`src/rtl/spi_pkg.sv`:
```
// Shared definitions for the SPI burst sequencer: register map, SPICON bit
// positions, FSM state encoding and the SPICON word builder.
package spi_pkg;

  localparam logic [7:0] OFF_SPICON = 8'd0;
  localparam logic [7:0] OFF_CLKDIV = 8'd1;
  localparam logic [7:0] OFF_TX     = 8'd2;
  localparam logic [7:0] OFF_RX     = 8'd3;

  localparam int SPICON_BUSY = 0;
  localparam int SPICON_CPOL = 1;
  localparam int SPICON_CPHA = 2;
  localparam int SPICON_CONT = 3;
  localparam int SPICON_EN   = 4;

  typedef enum logic [3:0] {
    ST_IDLE,
    ST_SET_DIV,
    ST_LOAD_TX,
    ST_KICK,
    ST_WAIT_HI,
    ST_WAIT_LO,
    ST_RD_RX,
    ST_RX_OUT,
    ST_DONE,
    ST_ABORT
  } state_e;

  // cfg is packed {cont, cpha, cpol}; bits [7:5] of SPICON are always written 0.
  function automatic logic [7:0] spicon_word(input logic [2:0] cfg, input logic enable);
    logic [7:0] w;
    w = '0;
    w[SPICON_CPOL] = cfg[0];
    w[SPICON_CPHA] = cfg[1];
    w[SPICON_CONT] = cfg[2];
    w[SPICON_EN]   = enable;
    return w;
  endfunction

endpackage

```
`src/rtl/spi_burst_ctrl_if.sv`:
```
// Burst request, TX/RX byte streams and SPI register-port master signals.
// The master modport is the sequencer's view; slave is the environment's.
interface spi_burst_ctrl_if;

  logic       start;
  logic [7:0] len;
  logic [2:0] cfg;
  logic [7:0] clkdiv;

  logic [7:0] tx_data;
  logic       tx_valid;
  logic       tx_ready;

  logic [7:0] rx_data;
  logic       rx_valid;
  logic       rx_ready;

  logic       busy;
  logic       done;
  logic       err;

  logic [7:0] addr;
  logic [7:0] wdata;
  logic       wr_en;
  logic       rd_en;
  logic [7:0] rdata;

  modport master (
    input  start, len, cfg, clkdiv, tx_data, tx_valid, rx_ready, rdata,
    output tx_ready, rx_data, rx_valid, busy, done, err, addr, wdata, wr_en, rd_en
  );

  modport slave (
    output start, len, cfg, clkdiv, tx_data, tx_valid, rx_ready, rdata,
    input  tx_ready, rx_data, rx_valid, busy, done, err, addr, wdata, wr_en, rd_en
  );

endinterface

```
`src/rtl/spi_poll_timer.sv`:
```
// Saturating poll-cycle counter; expired once TIMEOUT cycles have been counted
// since the last clear.
module spi_poll_timer #(
  parameter int TIMEOUT = 1024
) (
  input  logic clk,
  input  logic reset_n,
  input  logic clear,
  input  logic enable,
  output logic expired
);

  localparam int CW = $clog2(TIMEOUT + 1);
  localparam logic [CW-1:0] LIMIT = CW'(TIMEOUT);

  logic [CW-1:0] count_q, count_d;

  always_comb begin
    count_d = count_q;
    if (clear) begin
      count_d = '0;
    end else if (enable && (count_q != LIMIT)) begin
      count_d = count_q + CW'(1);
    end
  end

  always_ff @(posedge clk or negedge reset_n) begin
    if (!reset_n) begin
      count_q <= '0;
    end else begin
      count_q <= count_d;
    end
  end

  assign expired = (count_q == LIMIT);

endmodule

```
`src/rtl/spi_burst_ctrl.sv`:
```
// Burst sequencer: per byte writes TX, kicks SPICON, polls the busy flag
// high then low, reads RX and hands it to the RX stream.
module spi_burst_ctrl
  import spi_pkg::*;
#(
  parameter logic [7:0] BASE_ADDR = 8'h00,
  parameter int         TIMEOUT   = 1024
) (
  input  logic             clk,
  input  logic             reset_n,
  spi_burst_ctrl_if.master bus
);

  state_e     state_q, state_d;
  logic [7:0] remaining_q, remaining_d;
  logic [2:0] cfg_q, cfg_d;
  logic [7:0] clkdiv_q, clkdiv_d;
  logic [7:0] rx_data_q, rx_data_d;
  logic       rx_first_q, rx_first_d;
  logic       poll_first_q, poll_first_d;

  logic poll_clear;
  logic poll_enable;
  logic poll_expired;

  assign poll_enable = (state_q == ST_WAIT_HI) || (state_q == ST_WAIT_LO);

  spi_poll_timer #(.TIMEOUT(TIMEOUT)) u_poll_timer (
    .clk     (clk),
    .reset_n (reset_n),
    .clear   (poll_clear),
    .enable  (poll_enable),
    .expired (poll_expired)
  );

  always_comb begin
    state_d      = state_q;
    remaining_d  = remaining_q;
    cfg_d        = cfg_q;
    clkdiv_d     = clkdiv_q;
    rx_data_d    = rx_data_q;
    rx_first_d   = 1'b0;
    bus.addr     = '0;
    bus.wdata    = '0;
    bus.wr_en    = 1'b0;
    bus.rd_en    = 1'b0;
    bus.tx_ready = 1'b0;
    bus.rx_valid = 1'b0;
    bus.done     = 1'b0;
    bus.err      = 1'b0;

    unique case (state_q)
      ST_IDLE: begin
        if (bus.start) begin
          cfg_d       = bus.cfg;
          clkdiv_d    = bus.clkdiv;
          remaining_d = bus.len;
          state_d     = (bus.len == 8'd0) ? ST_DONE : ST_SET_DIV;
        end
      end
      ST_SET_DIV: begin
        bus.wr_en = 1'b1;
        bus.addr  = BASE_ADDR + OFF_CLKDIV;
        bus.wdata = clkdiv_q;
        state_d   = ST_LOAD_TX;
      end
      ST_LOAD_TX: begin
        bus.tx_ready = 1'b1;
        if (bus.tx_valid) begin
          bus.wr_en = 1'b1;
          bus.addr  = BASE_ADDR + OFF_TX;
          bus.wdata = bus.tx_data;
          state_d   = ST_KICK;
        end
      end
      ST_KICK: begin
        bus.wr_en = 1'b1;
        bus.addr  = BASE_ADDR + OFF_SPICON;
        bus.wdata = spicon_word(cfg_q, 1'b1);
        state_d   = ST_WAIT_HI;
      end
      // rdata in the first poll cycle belongs to the previous read, so skip it.
      ST_WAIT_HI: begin
        bus.rd_en = 1'b1;
        bus.addr  = BASE_ADDR + OFF_SPICON;
        if (!poll_first_q && bus.rdata[SPICON_BUSY]) begin
          state_d = ST_WAIT_LO;
        end else if (poll_expired) begin
          state_d = ST_ABORT;
        end
      end
      ST_WAIT_LO: begin
        bus.rd_en = 1'b1;
        bus.addr  = BASE_ADDR + OFF_SPICON;
        if (!poll_first_q && !bus.rdata[SPICON_BUSY]) begin
          state_d = ST_RD_RX;
        end else if (poll_expired) begin
          state_d = ST_ABORT;
        end
      end
      ST_RD_RX: begin
        bus.rd_en  = 1'b1;
        bus.addr   = BASE_ADDR + OFF_RX;
        rx_first_d = 1'b1;
        state_d    = ST_RX_OUT;
      end
      ST_RX_OUT: begin
        bus.rx_valid = 1'b1;
        if (rx_first_q) begin
          rx_data_d = bus.rdata;
        end
        if (bus.rx_ready) begin
          remaining_d = remaining_q - 8'd1;
          state_d     = (remaining_q == 8'd1) ? ST_DONE : ST_LOAD_TX;
        end
      end
      ST_DONE: begin
        bus.done = 1'b1;
        state_d  = ST_IDLE;
      end
      ST_ABORT: begin
        bus.wr_en = 1'b1;
        bus.addr  = BASE_ADDR + OFF_SPICON;
        bus.wdata = spicon_word(cfg_q, 1'b0);
        bus.done  = 1'b1;
        bus.err   = 1'b1;
        state_d   = ST_IDLE;
      end
      default: state_d = ST_IDLE;
    endcase

    poll_clear = ((state_d == ST_WAIT_HI) && (state_q != ST_WAIT_HI)) ||
                 ((state_d == ST_WAIT_LO) && (state_q != ST_WAIT_LO));
    poll_first_d = poll_clear;
  end

  always_ff @(posedge clk or negedge reset_n) begin
    if (!reset_n) begin
      state_q      <= ST_IDLE;
      remaining_q  <= '0;
      cfg_q        <= '0;
      clkdiv_q     <= '0;
      rx_data_q    <= '0;
      rx_first_q   <= 1'b0;
      poll_first_q <= 1'b0;
    end else begin
      state_q      <= state_d;
      remaining_q  <= remaining_d;
      cfg_q        <= cfg_d;
      clkdiv_q     <= clkdiv_d;
      rx_data_q    <= rx_data_d;
      rx_first_q   <= rx_first_d;
      poll_first_q <= poll_first_d;
    end
  end

  // RX data is only on the bus during the first RX_OUT cycle; hold it afterwards.
  assign bus.rx_data = rx_first_q ? bus.rdata : rx_data_q;
  assign bus.busy    = (state_q != ST_IDLE);

endmodule

```
`src/flat_wrapper.sv`:
```
// flat-port wrapper written by rule: the top's interface ports become plain ports
module spi_burst_ctrl_flat import spi_pkg::*;
#(
  parameter logic [7:0] BASE_ADDR = 8'h00,
  parameter int         TIMEOUT   = 1024
)
  (clk, reset_n, bus_start, bus_len, bus_cfg, bus_clkdiv, bus_tx_data, bus_tx_valid, bus_rx_ready, bus_rdata, bus_tx_ready, bus_rx_data, bus_rx_valid, bus_busy, bus_done, bus_err, bus_addr, bus_wdata, bus_wr_en, bus_rd_en);
  spi_burst_ctrl_if bus_i ();
  input  logic clk;
  input  logic reset_n;
  input wire logic [$bits(bus_i.start)-1:0] bus_start;
  input wire logic [$bits(bus_i.len)-1:0] bus_len;
  input wire logic [$bits(bus_i.cfg)-1:0] bus_cfg;
  input wire logic [$bits(bus_i.clkdiv)-1:0] bus_clkdiv;
  input wire logic [$bits(bus_i.tx_data)-1:0] bus_tx_data;
  input wire logic [$bits(bus_i.tx_valid)-1:0] bus_tx_valid;
  input wire logic [$bits(bus_i.rx_ready)-1:0] bus_rx_ready;
  input wire logic [$bits(bus_i.rdata)-1:0] bus_rdata;
  output wire logic [$bits(bus_i.tx_ready)-1:0] bus_tx_ready;
  output wire logic [$bits(bus_i.rx_data)-1:0] bus_rx_data;
  output wire logic [$bits(bus_i.rx_valid)-1:0] bus_rx_valid;
  output wire logic [$bits(bus_i.busy)-1:0] bus_busy;
  output wire logic [$bits(bus_i.done)-1:0] bus_done;
  output wire logic [$bits(bus_i.err)-1:0] bus_err;
  output wire logic [$bits(bus_i.addr)-1:0] bus_addr;
  output wire logic [$bits(bus_i.wdata)-1:0] bus_wdata;
  output wire logic [$bits(bus_i.wr_en)-1:0] bus_wr_en;
  output wire logic [$bits(bus_i.rd_en)-1:0] bus_rd_en;
  assign bus_i.start = bus_start;
  assign bus_i.len = bus_len;
  assign bus_i.cfg = bus_cfg;
  assign bus_i.clkdiv = bus_clkdiv;
  assign bus_i.tx_data = bus_tx_data;
  assign bus_i.tx_valid = bus_tx_valid;
  assign bus_i.rx_ready = bus_rx_ready;
  assign bus_i.rdata = bus_rdata;
  assign bus_tx_ready = bus_i.tx_ready;
  assign bus_rx_data = bus_i.rx_data;
  assign bus_rx_valid = bus_i.rx_valid;
  assign bus_busy = bus_i.busy;
  assign bus_done = bus_i.done;
  assign bus_err = bus_i.err;
  assign bus_addr = bus_i.addr;
  assign bus_wdata = bus_i.wdata;
  assign bus_wr_en = bus_i.wr_en;
  assign bus_rd_en = bus_i.rd_en;
  spi_burst_ctrl #(.BASE_ADDR(BASE_ADDR), .TIMEOUT(TIMEOUT)) u_core (.clk(clk), .reset_n(reset_n), .bus(bus_i));
endmodule
```
`config.mk`:
```
export PLATFORM = sky130hd
export DESIGN_NAME = spi_burst_ctrl_flat
export DESIGN_NICKNAME = d
export VERILOG_FILES = /design/src/rtl/spi_pkg.sv /design/src/rtl/spi_burst_ctrl_if.sv /design/src/rtl/spi_poll_timer.sv /design/src/rtl/spi_burst_ctrl.sv /design/src/flat_wrapper.sv
export SDC_FILE = /design/constraint.sdc
export NUM_CORES = 1
export LEC_CHECK = 0
export CAP_MARGIN = 30
export CELL_PAD_IN_SITES_DETAIL_PLACEMENT = 1
export CELL_PAD_IN_SITES_GLOBAL_PLACEMENT = 1
export CORE_MARGIN = 4
export CORE_UTILIZATION = 37
export CTS_CLUSTER_SIZE = 24
export DETAILED_ROUTE_END_ITERATION = 10
export MAX_ROUTING_LAYER = met4
export PLACE_DENSITY_LB_ADDON = 0.08
export RECOVER_POWER = 25
export SYNTH_ARGS = -nofsm -noshare
export SYNTH_HDL_FRONTEND = slang
export SYNTH_SLANG_ARGS = --single-unit
```
`constraint.sdc`:
```
create_clock -name clk -period 2.34 [get_ports clk]
set_clock_uncertainty 0.15 [all_clocks]
set_input_delay 0.351 -clock clk [delete_from_list [all_inputs] [get_ports clk]]
set_output_delay 0.351 -clock clk [all_outputs]
set_load 0.005 [all_outputs]
```
==> qor.csv, run 1 <==
metric,value,unit
synth_xor_area_share,3.97,%
grt_max_degree,24,
arrival,1.82,ns
hp-class,reg -> reg,
antenna_found_initial,0,
vdd_ir_drop_max,424,uV
r2r_end,u_core.u_poll_timer.count_q[6]$_DFFE_PN0P_,
grt_pass1_vias,2350,
hold_end,u_core.rx_data_q[4]$_DFFE_PN0P_,
vias,2274,
multiInputGateArea,1450,sq um
coreArea,6870,sq um
cp_top_family,buffers and inverters,
grt_pass1_wl,11.8,mm
post_drt_wl_per_cell,16.2,um
r2r_setup_slack,0.22,ns
drc,0,
drive_above_1_share,24.6,%
critPathSlowestCell,clkdlybuf4s50_1,
sw_frac_of_total,37.8,%
die_x,92.6,um
register_area,1110,sq um
synth.avg_cell_area,10.2,sq um
setup_violations,0,
synth-compound-area-share,13.5,%
insertion_delay,0.30,ns
period_needed,2.32,ns
crit_chain,buf_4 > nor3b_4 > and2_1 > clkdlybuf4s50_1,
maxCapViolations,0,
max_stage_delay,0.50,ns
status,"finished, final reports clean",
post-route-util,53.8,%
crit_required,1.84,ns
wirelength,7.15,mm
cp_max_fo,8,
power.switching,1.53,mW
num_rows,30,
drtIter0Drc,57,
report.final.slew_viol_count,0,
tns,0,ns
drtPass1Iterations,4,
synth_mux_area_share,11.5,%
synthAdderAreaFrac,1.89,%
gp_congestion,0.853,
synth_edf_count,0,
grt.total_usage,17.5,%
cts-root-buf,clkbuf_8,
synth_area,2650,sq um
ys_seq_area_share,41.6,%
synth_simple_gate_area_share,21.8,%
start_kind,flop,
synth_top_flop_cell,dfrtp_1,
synth_area_leaders,"dfrtp_1, mux2_2, nor2_1",
cts_max_level,2,
p_total,4.04,mW
worstHoldPathCells,1,
synth_cells,260,
cts_made_buffers,5,
area_growth,39.4,%
internal_power,2.51,mW
hold_viol,0,
cts_tree,done,
power_frac_clock,12.5,%
worst_hold_slack,0.361,ns
dp_hpwl,5.38,mm
fp.dieH,92.6,um
max_freq,431,MHz
port_buffers,64,
ys_types,51,
fin_crit_sh,99.2,%
fillers,793,
r2r-start,u_core.state_q[1]$_DFF_PN0_,
cp_num_buf_inv,2,
yosys_register_bits,44,
grt_setup_unrepaired,true,
end_kind,output pin,
slew_headroom,8.44,%
combPwrFrac,54.9,%
fin_nets,388,
clkTransAtPathRegs,0.08,ns
clock-sinks,44,
ios,71,
p_per_area,1090,nW/um^2
ant_nets,0,
clockBufferDepth,2,
yosysWarnings,0,
grt-ovfl-total,0,
min-delay-start,u_core.rx_data_q[4]$_DFFE_PN0P_,
yosys.area.top_type,dfrtp_1,
num_antenna_cells,0,
reg2regPathDepth,7,
async_flop_share,100,%
die_area,8580,sq um
worstMarginPinSlew,1.37,ns
start_util,38.6,%
leakagePower,1.77,nW
p_seq_share,32.6,%
synth_top_area_share,41.6,%
critPathKind,reg -> out,
synth_top_family_by_area,simple AND/OR/NAND/NOR gates,
via_per_inst,5.16,
[metrics by stage]
stage | instance area (sq um) | setup WS, ns | std cells
global route | 3690 | -0.0453 | 441
detailed placement | 3480 | -0.0381 | 427
floorplan | 2670 | 0.448 | 265
finish | 3690 | 0.0187 | 441
global placement | 3480 | 0.0188 | 427
CTS | 3640 | -0.00216 | 440
[area by class of cell]
type                       count  area share [%]
inverter                       9           0.983
sequential                    44            30.0
tap                           96            3.25
clock buffer                   6            2.24
timing repair buffer          91            23.9
clock inverter                 2           0.271
multi-input combinational    193            39.4
[flip-flops by register name, summed over array words and instances (netlist names)]
name                         count
u_core.u_poll_timer.count_q     11
u_core.clkdiv_q                  8
u_core.remaining_q               8
u_core.rx_data_q                 8
u_core.state_q                   4
u_core.cfg_q                     3
u_core.poll_first_q              1
u_core.rx_first_q                1
[power by group through the flow]
stage	logic, mW	registers [mW]	clock network [mW]
floorplan	1.34	1.22	0
global placement	2.08	1.30	0
detailed placement	2.14	1.33	0
CTS	2.23	1.31	0.524
global route	2.44	1.36	0.550
finish	2.22	1.31	0.506
[metal layers]
| metal | global-route usage, % | wire length (um) |
|---|---|---|
| met5 | - | 0 |
| met4 | 3.30 | 54 |
| met2 | 29.8 | 3580 |
| met3 | 3.41 | 307 |
| met1 | 21.9 | 3210 |
[repair_timing]
item | CTS | global route
hold buffers | 1 | 0
endpoints found under the hold margin | 22 | 0
endpoints found under the setup margin | 13 | 15
gates resized for setup | 12 | 16
buffers inserted | 4 | 1
[Yosys cell counts (3+ instances only)]
library cell   n
nand2_1       13
inv_1          9
buf_2          6
a21o_1         3
and3_1         6
ha_1           4
a22o_1         4
xor2_1        10
nor2_1        31
buf_4          8
nand4_1        7
nand3_1        4
dfrtp_1       44
mux2_2        27
o21ai_0        5
a21oi_1       12
nor3_1         8
o22a_1         3
a22oi_1        5
clkbuf_1       4
nand2b_1       5
[cell families after synthesis]
kind of cell	after synthesis
multiplexers	27
other	1
adder cells (fa/ha/maj)	4
XOR/XNOR	12
AO/OA/AOI/OAI	47
buffers and inverters	28
flip-flops	44
AND/OR/NAND/NOR	97
[worst max-delay path by stage]
stage	from	end	slack, ns	depth (start not counted)
3_3_place_gp	bus_tx_valid	bus_wdata[7]	0.02	4
3_5_place_dp	bus_tx_valid	bus_wdata[0]	-0.04	4
2_1_floorplan	u_core.state_q[3]$_DFF_PN0_	u_core.rx_data_q[1]$_DFFE_PN0P_	0.45	6
6_report	u_core.state_q[1]$_DFF_PN0_	bus_err	0.02	4
5_1_grt	u_core.state_q[3]$_DFF_PN0_	bus_err	-0.05	4
4_1_cts	u_core.state_q[3]$_DFF_PN0_	bus_err	-0.002	4
[placed cells by master, fill, tap and decap left out, types with 5 or more instances in the layout]
master	n
nand4_1	7
nor3_1	8
buf_4	24
a21oi_1	12
dfrtp_1	40
conb_1	6
clkbuf_8	6
mux2_2	27
dlymetal6s2s_1	11
inv_1	8
o21ai_0	5
clkdlybuf4s50_1	52
xor2_1	10
nor2_1	31
nand2_1	13
Power figures use the tool's default switching activity.
==> run 2, diff against run 1 <==
- SKIP_CTS_REPAIR_TIMING: not set -> 1
==> qor.csv, run 2 (synthesis results as in run 1) <==
metric,value,unit,change
grt_pass1_vias,2293,,"was 2,350"
die_x,92.6,um,unchanged
hold_viol,0,,unchanged
leakagePower,1.78,nW,was 1.77 nW
largest_register,u_core.u_poll_timer.count_q,,unchanged
grt_setup_unrepaired,true,,unchanged
fin_crit_sh,99.3,%,was 99.2%
num_antenna_cells,0,,unchanged
area_growth,40.8,%,was 39.4%
cts-root-buf,clkbuf_8,,unchanged
drtIter0Drc,62,,was 57
grt_pass1_wl,11.5,mm,was 11.8 mm
start_util,38.6,%,unchanged
cts_made_buffers,5,,unchanged
die_area,8580,sq um,unchanged
fillers,795,,was 793
post_drt_wl_per_cell,16.1,um,was 16.2 um
r2r-start,u_core.state_q[1]$_DFF_PN0_,,unchanged
port_buffers,64,,unchanged
cts_tree,done,,unchanged
start_kind,flop,,unchanged
layout_commonest_cell,clkdlybuf4s50_1,,unchanged
max_freq,430,MHz,was 431 MHz
fp.dieH,92.6,um,unchanged
worst_hold_slack,0.360,ns,was 0.361 ns
dp_hpwl,5.38,mm,unchanged
critPathSlowestCell,clkdlybuf4s50_1,,unchanged
fin_nets,393,,was 388
p_total,4.07,mW,was 4.04 mW
p_per_area,1090,nW/um^2,about the same
grt-ovfl-total,0,,unchanged
clock-sinks,44,,unchanged
drtPass1Iterations,4,,unchanged
ios,71,,unchanged
critPathKind,reg -> out,,unchanged
crit_chain,buf_4 > nor3b_4 > and2_1 > clkdlybuf4s50_1,,unchanged
dp.cells,427,,unchanged
maxCapViolations,0,,unchanged
dr_wl_met2,3.58,mm,about the same
wirelength_met1,3.19,mm,was 3.21 mm
top_layer,met4,,unchanged
insertion_delay,0.30,ns,about the same
ant_nets,0,,unchanged
max_stage_delay,0.50,ns,about the same
period_needed,2.32,ns,about the same
largest_reg_flops,11,,unchanged
vdd_ir_drop_max,419,uV,was 424 uV
gp_congestion,0.853,,unchanged
arrival,1.82,ns,about the same
slew_headroom,8.86,%,was 8.44%
stdcell_count,446,,was 441
via_per_inst,5.15,,was 5.16
antenna_found_initial,0,,unchanged
met3_length,338,um,was 307 um
clockBufferDepth,2,,unchanged
status,"finished, final reports clean",,unchanged
worstMarginPinSlew,1.37,ns,about the same
coreArea,6870,sq um,unchanged
cp_max_fo,8,,unchanged
setup_violations,0,,unchanged
wirelength,7.16,mm,was 7.15 mm
drive_above_1_share,26.0,%,was 24.6%
num_rows,30,,unchanged
clkTransAtPathRegs,0.08,ns,about the same
critPathLaunch,u_core.state_q[1]$_DFF_PN0_,,unchanged
end_kind,output pin,,unchanged
cts_max_level,2,,unchanged
vias,2299,,"was 2,274"
grt_max_degree,24,,unchanged
grt.total_usage,17.2,%,was 17.5%
report.final.slew_viol_count,0,,unchanged
min-delay-start,u_core.rx_data_q[1]$_DFFE_PN0P_,,was u_core.rx_data_q[4]$_DFFE_PN0P_
hp-class,reg -> reg,,unchanged
final_cell_mix,"clkdlybuf4s50_1, dfrtp_1, nor2_1",,unchanged
tns,0,ns,unchanged
drc,0,,unchanged
crit_required,1.84,ns,about the same
[run 2: cell type report]
class	instances	area, sq um	share of cell area (%)
clock inverters	2	10.0	0.268
inverters	9	36.3	0.973
multi-input cells	193	1460	39.0
repair buffers	96	918	24.6
well taps	96	120	3.22
flip-flops and latches	44	1110	29.7
clock buffers	6	82.6	2.21
[run 2: where the power goes]
part | internal [mW] | switching [mW]
registers | 1.06 | 0.265
clock network | 0.236 | 0.270
logic | 1.24 | 0.995
[run 2: metal layers]
metal	track usage (%)	up-vias
met2	28.6	51
met5	-	-
li1	-	1098
met1	22.0	1142
met4	3.30	0
met3	3.41	8
[run 2: through the flow]
| stage | area (sq um) | setup slack [ns] | utilization [%] |
|---|---|---|---|
| after floorplan | 2670 | 0.448 | - |
| after global placement | 3480 | 0.0188 | 50.6 |
| after detailed placement | 3480 | -0.0381 | 50.6 |
| after CTS | 3570 | -0.218 | 52.0 |
| after global routing | 3730 | -0.0559 | 54.3 |
| final | 3730 | 0.0157 | 54.3 |
[run 2: worst max-delay path: cells and delay by family, from the launching register on]
family        cells  cell delay, ns
buf+inv           2            0.70
simple gates      2            0.37
flops             1            0.46
[run 2: final timing paths]
| kind | depth (start not counted) | to | slack, ns |
|---|---|---|---|
| max in group asynchronous | 2 | u_core.clkdiv_q[2]$_DFFE_PN0P_ | 0.50 |
| hold / removal | 1 | u_core.rx_data_q[1]$_DFFE_PN0P_ | 0.36 |
| min in group asynchronous | 2 | u_core.remaining_q[3]$_DFFE_PN0P_ | 0.73 |
| setup / recovery | 4 | bus_err | 0.02 |
| hold reg to reg | 1 | u_core.rx_data_q[1]$_DFFE_PN0P_ | 0.36 |
| setup reg to reg | 7 | u_core.u_poll_timer.count_q[6]$_DFFE_PN0P_ | 0.21 |
